**src/rtl/mcpu_loader.sv**
```systemverilog
// Program-load / run / dump sequencer for the 8-bit accumulator CPU and its RAM.
// Define MCPU_LOADER_DUMP_EN to include the memory dump-back stage.
module mcpu_loader #(
  parameter int unsigned   AW         = 6,
  parameter int unsigned   HALT_CNT   = 3,
  parameter int unsigned   CW         = 16,
  parameter logic [CW-1:0] MAX_CYCLES = CW'(16'hFFFF)
) (
  input  logic          clk,
  input  logic          rst,
  input  logic          start,
  input  logic          abort,
  input  logic          in_valid,
  output logic          in_ready,
  input  logic [7:0]    in_data,
  input  logic          in_last,
  output logic          out_valid,
  input  logic          out_ready,
  output logic [7:0]    out_data,
  output logic          out_last,
  input  logic [AW-1:0] cpu_adr,
  input  logic [7:0]    cpu_dout,
  input  logic          cpu_st,
  output logic          cpu_rst_n,
  output logic [AW-1:0] mem_adr,
  output logic [7:0]    mem_wdata,
  output logic          mem_we,
  input  logic [7:0]    mem_rdata,
  output logic          busy,
  output logic          done,
  output logic          halted,
  output logic          timeout,
  output logic [CW-1:0] run_cycles
);

  localparam int unsigned HW       = $clog2(HALT_CNT + 1);
  localparam logic [AW-1:0] PTR_LAST = '1;

  typedef enum logic [2:0] {S_IDLE, S_LOAD, S_RUN, S_DUMP, S_DONE} state_e;

  state_e        state_q, state_d;
  logic [AW-1:0] ptr_q, ptr_d;
  logic [AW-1:0] prev_adr_q;
  logic [HW-1:0] run_len_q, run_len_d;
  logic [CW-1:0] run_cycles_q, run_cycles_d;
  logic          halted_q, halted_d;
  logic          timeout_q, timeout_d;
  logic          cpu_rst_n_q;
  logic          hit_halt, hit_to;

  // State register plus status/pointer registers
  always_ff @(posedge clk or negedge rst) begin
    if (!rst) begin
      state_q      <= S_IDLE;
      ptr_q        <= '0;
      prev_adr_q   <= '0;
      run_len_q    <= '0;
      run_cycles_q <= '0;
      halted_q     <= 1'b0;
      timeout_q    <= 1'b0;
      cpu_rst_n_q  <= 1'b0;
    end else begin
      state_q      <= state_d;
      ptr_q        <= ptr_d;
      prev_adr_q   <= cpu_adr;
      run_len_q    <= run_len_d;
      run_cycles_q <= run_cycles_d;
      halted_q     <= halted_d;
      timeout_q    <= timeout_d;
      cpu_rst_n_q  <= (state_d == S_RUN);
    end
  end

  // Next-state, RAM mux and halt/timeout detection
  always_comb begin
    state_d      = state_q;
    ptr_d        = ptr_q;
    run_len_d    = '0;
    run_cycles_d = run_cycles_q;
    halted_d     = halted_q;
    timeout_d    = timeout_q;
    mem_adr      = ptr_q;
    mem_wdata    = '0;
    mem_we       = 1'b0;
    hit_halt     = 1'b0;
    hit_to       = 1'b0;

    if (cpu_rst_n_q && (run_cycles_q != '1)) begin
      run_cycles_d = run_cycles_q + CW'(1);
    end

    case (state_q)
      S_IDLE, S_DONE: begin
        if (start && !abort) begin
          state_d      = S_LOAD;
          ptr_d        = '0;
          halted_d     = 1'b0;
          timeout_d    = 1'b0;
          run_cycles_d = '0;
        end
      end
      S_LOAD: begin
        mem_wdata = in_data;
        mem_we    = in_valid;
        if (in_valid) begin
          ptr_d = ptr_q + AW'(1);
          if (in_last || (ptr_q == PTR_LAST)) begin
            state_d = S_RUN;
          end
        end
      end
      S_RUN: begin
        mem_adr   = cpu_adr;
        mem_wdata = cpu_dout;
        mem_we    = cpu_st;
        // run_len_q == 0 marks the first RUN cycle, where there is no previous sample
        run_len_d = ((run_len_q != '0) && (cpu_adr == prev_adr_q)) ?
                    run_len_q + HW'(1) : HW'(1);
        hit_halt  = (run_len_d == HW'(HALT_CNT));
        hit_to    = (run_cycles_d == MAX_CYCLES);
        if (!abort && (hit_halt || hit_to)) begin
          halted_d  = halted_q | hit_halt;
          timeout_d = timeout_q | hit_to;
          ptr_d     = '0;
`ifdef MCPU_LOADER_DUMP_EN
          state_d   = S_DUMP;
`else
          state_d   = S_DONE;
`endif
        end
      end
      S_DUMP: begin
`ifdef MCPU_LOADER_DUMP_EN
        if (out_ready) begin
          ptr_d = ptr_q + AW'(1);
          if (ptr_q == PTR_LAST) begin
            state_d = S_DONE;
          end
        end
`else
        state_d = S_IDLE;
`endif
      end
      default: state_d = S_IDLE;
    endcase

    if (abort) begin
      state_d = S_IDLE;
    end
  end

  assign in_ready   = (state_q == S_LOAD);
  assign busy       = (state_q == S_LOAD) || (state_q == S_RUN) || (state_q == S_DUMP);
  assign done       = (state_q == S_DONE);
  assign halted     = halted_q;
  assign timeout    = timeout_q;
  assign run_cycles = run_cycles_q;
  assign cpu_rst_n  = cpu_rst_n_q;

`ifdef MCPU_LOADER_DUMP_EN
  assign out_valid = (state_q == S_DUMP);
  assign out_data  = out_valid ? mem_rdata : 8'h00;
  assign out_last  = out_valid && (ptr_q == PTR_LAST);
`else
  logic unused_c;
  assign unused_c  = ^{mem_rdata, out_ready};
  assign out_valid = 1'b0;
  assign out_data  = 8'h00;
  assign out_last  = 1'b0;
`endif

endmodule

```
**config.mk**
```make
export PLATFORM = sky130hd
export DESIGN_NAME = mcpu_loader
export DESIGN_NICKNAME = d
export VERILOG_FILES = /design/src/rtl/mcpu_loader.sv
export SDC_FILE = /design/constraint.sdc
export NUM_CORES = 1
export LEC_CHECK = 0
export BUFFER_PORTS_ARGS = -buffer_cell sky130_fd_sc_hd__buf_2
export CAP_MARGIN = 15
export CORE_UTILIZATION = 50
export CTS_CLUSTER_DIAMETER = 120
export DETAILED_ROUTE_END_ITERATION = 7
export HOLD_SLACK_MARGIN = 0.06
export PLACE_DENSITY = 0.88
export SETUP_SLACK_MARGIN = 0.5
export SYNTH_ARGS = -nofsm -noshare
export SYNTH_HDL_FRONTEND = slang
export SYNTH_SLANG_ARGS = --single-unit
```
**constraint.sdc**
```tcl
create_clock -name clk -period 3 [get_ports clk]
set_input_delay 0.15 -clock clk [delete_from_list [all_inputs] [get_ports clk]]
set_output_delay 0.15 -clock clk [all_outputs]
set_load 0.02 [all_outputs]
```
==> results by group <==
Power and ir drop
  – Pwr Density: 367.1 mW/mm²
  – Worst vdd ir: 0.0001687 V
  – Leakage power: ~0.0014 µW
  – Overall Power: between 1000 and 1500 µW

Floorplanning
  – Total die area: 0.004918 mm²
  – Row count: 24
  – Ports: 85
  – Die Y: 70.13 µm
  – Core footprint: 0.004414 mm²
  – Chip width: between 70 and 80 µm
  – Initial core utilization: 52.58%

Clock tree
  – CTS tree: yes
  – Clk buf depth: 2
  – Root buf cell: clkbuf_8
  – Sink Count: 36
  – CTS H-tree lvls: 2
  – Total CTS buffers: 5
  – Clk slew on worst S/H paths: 70 ps
  – Worst-skew pair later-pin latency: approximately 290 ps

Worst setup path
  – Critical Path End Type: flop
  – Crit start category: flop
  – Critical path fanouts, max: 7
  – WS Path Type: reg2reg
  – WP data arrival: 2520 ps
  – WP data required: about 3200 ps
  – CP startpoint: run_cycles[1]
  – Reg2reg start: run_cycles[1]

Logic synthesis
  – Fraction of registers with async set/reset: 100.0%
  – Post-synthesis register bit count: 36
  – Post-synth EDFFs: 0
  – Yosys cell types: 52
  – Sequential share of the synthesized area: 38.81%
  – Area of the mapped netlist: approximately 0.0023 mm²
  – Synth Instances: 267
  – Mapped Avg Cell Area: around 8.7 µm²
  – Top FF cell, synth: dfrtp_1
  – Ys Warns: 0

GRT
  – Largest net degree at the start of global routing: 37
  – Initial antenna violation count: 0
  – First-pass GRT wire length: around 9500 µm
  – Vias in the first global route: 2110
  – Total track usage: between 20% and 30%
  – Grt total ovfl: 0

Placement
  – RePlAce Congestion: a little under 0.9
  – DP Area: 0.002640 mm²
  – Port bufs: 65
  – Hpwl dp: 3949 µm

Layout
  – Share of cells above drive strength 1: 28.78%
  – Layout overhead on the synthesized area: 22.80%
  – FILL cells: 370
  – Final instance area: 0.002850 mm²
  – Final core occ: 64.57%
  – Nets: 384
  – Ant. Diodes: 0

Route
  – Drt first pass iters: 4
  – Antenna viol nets, final: 0
  – Final wirelength: 5622 µm
  – Routed vias: 2301
  – DR DRC count: 0
  – Initial DRC count: 262
  – Drt wl/cell: about 14 µm
  – Post-DR vias/cell: 5.811

Timing
  – Period utilization: 78.62%
  – Clock Skew: 6.481 ps
  – Fin. Hold Viols: 0
  – Slew @ Worst Pin: 824.1 ps
  – Setup TNS: 0 ps
  – Max-slew violation count: 0
  – Period minus WS final: between 2000 and 2500 ps
  – Slew headroom: ~45%
  – Top achievable clock speed: 0.4240 GHz
  – Setup violations, final: 0
  – RSZ-0062 raised after global routing: false

Hold path
  – Hold path startpoint: abort
  – HP Class: in2reg

Run
  – Max-Cap Viols: 0

Outcome
  – Result of the run: finished clean
==> per-layer routing <==
| metal | track usage [%] | vias to the layer above | routed length, µm |
|---|---|---|---|
| met4 | 11.11 | 0 | 106 |
| met3 | 4.618 | 10 | 458 |
| met1 | 31.56 | 1068 | 2351 |
| met5 | 0 | - | 0 |
| li1 | - | 1107 | - |
| met2 | 38.89 | 116 | 2706 |
==> metrics by stage <==
step / instances / hold slack (ps) / worst slack [ps]
3_3_place_gp: 377 / 279.3 / 579.1
2_1_floorplan: 276 / -145.6 / 688.7
3_5_place_dp: 377 / 291.2 / 502.2
6_report: 396 / 197.5 / 641.3
4_1_cts: 392 / 189.8 / 523.3
5_1_grt: 396 / 228.3 / 519.7
==> placed cells by master (no fill, tap or decap), drive strengths merged, types with 3 or more instances in the layout <==
master       synthesis  final
or3                  5      5
nor3b                4      4
a31oi                3      3
nor2                27     27
nand2               32     32
clkbuf               5      6
nand3               15     15
dfrtp               36     36
ha                   3      3
conb                 1     10
and3                 7      7
dlygate4sd3          0      7
inv                  6      6
xor2                11     11
a22o                 9      9
a21oi               23     23
nor4                 4      4
and2                 3      3
o21ai               13     13
nor3                 5      5
buf                 14     72
nand4                8      8
==> Yosys cell counts (all sizes together), types with 3 or more instances <==
library cell  instances  share of area (%)
and2                  3               0.86
or3                   5                1.5
ha                    3                1.6
xor2                 11                4.2
nor3                  5                1.1
nor3b                 4                1.3
a21oi                23                5.0
o21ai                13                2.8
and3                  7                1.9
a22o                  9                3.4
buf                  14                4.7
nand3                15                3.5
clkbuf                5               0.81
nor4                  4                1.3
nand2                32                5.2
nor2                 27                4.7
dfrtp                36                 39
inv                   6               0.97
a31oi                 3               0.81
nand4                 8                2.8
==> final cells by class <==
class                   instances  area, µm²  share of cell area [%]
well taps                      52      65.06                   2.283
flip-flops and latches         36      902.1                   31.65
clock buffers                   6      82.58                   2.897
multi-input cells             215       1320                   46.31
inverters                       6      22.52                  0.7902
clock inverters                 2      10.01                  0.3512
repair buffers                 79      447.9                   15.72
==> sequential cells by signal, indices dropped and copies added, names as in the netlist <==
signal,count
run_len_q,2
cpu_rst_n,1
state_q,3
halted,1
prev_adr_q,6
run_cycles,16
timeout,1
ptr_q,6
==> power by group <==
part	internal, µW	leakage [µW]	total (µW)	switching (µW)
logic	66.0	0.000906	172	106
clock network	183	0.0000510	357	174
registers	499	0.000485	517	17.6
==> worst max-delay path: stages, from the launching register on <==
cell,delay [ps]
dfrtp_1,430
ha_2,280
and4_2,300
o211ai_1,190
xor2_1,210
a2111o_1,470
nor2_4,230
o22ai_1,120
==> final timing paths <==
kind                                 endpoint  slack, ps  depth (start not counted)
worst max-delay path                cpu_rst_n        640                          7
worst min-delay path                   halted        200                          4
worst max register to register      cpu_rst_n        640                          7
worst min register to register   run_len_q[0]        500                          1
max in group asynchronous       run_cycles[0]       1930                          2
min in group asynchronous              halted        490                          2
==> cells by family (layout without fill, tap and decap cells) <==
logic type | after synthesis | count (layout) | synth area share (%)
simple gates | 122 | 122 | 27.98
compound gates | 66 | 66 | 19.62
flops | 36 | 36 | 38.81
buf+inv | 25 | 93 | 6.469
xor+xnor | 13 | 13 | 4.906
fa+ha+maj | 3 | 3 | 1.617
other cells | 1 | 10 | 0.1616
mux | 1 | 1 | 0.4313
==> timing repair <==
action,CTS,global route
resized for setup,1,4
hold buffers,7,0
endpoints found under the hold margin,42,0
pin swaps,0,2
buffers inserted,0,4
endpoints found under the setup margin,6,10
(Power assumes the default switching activity.)
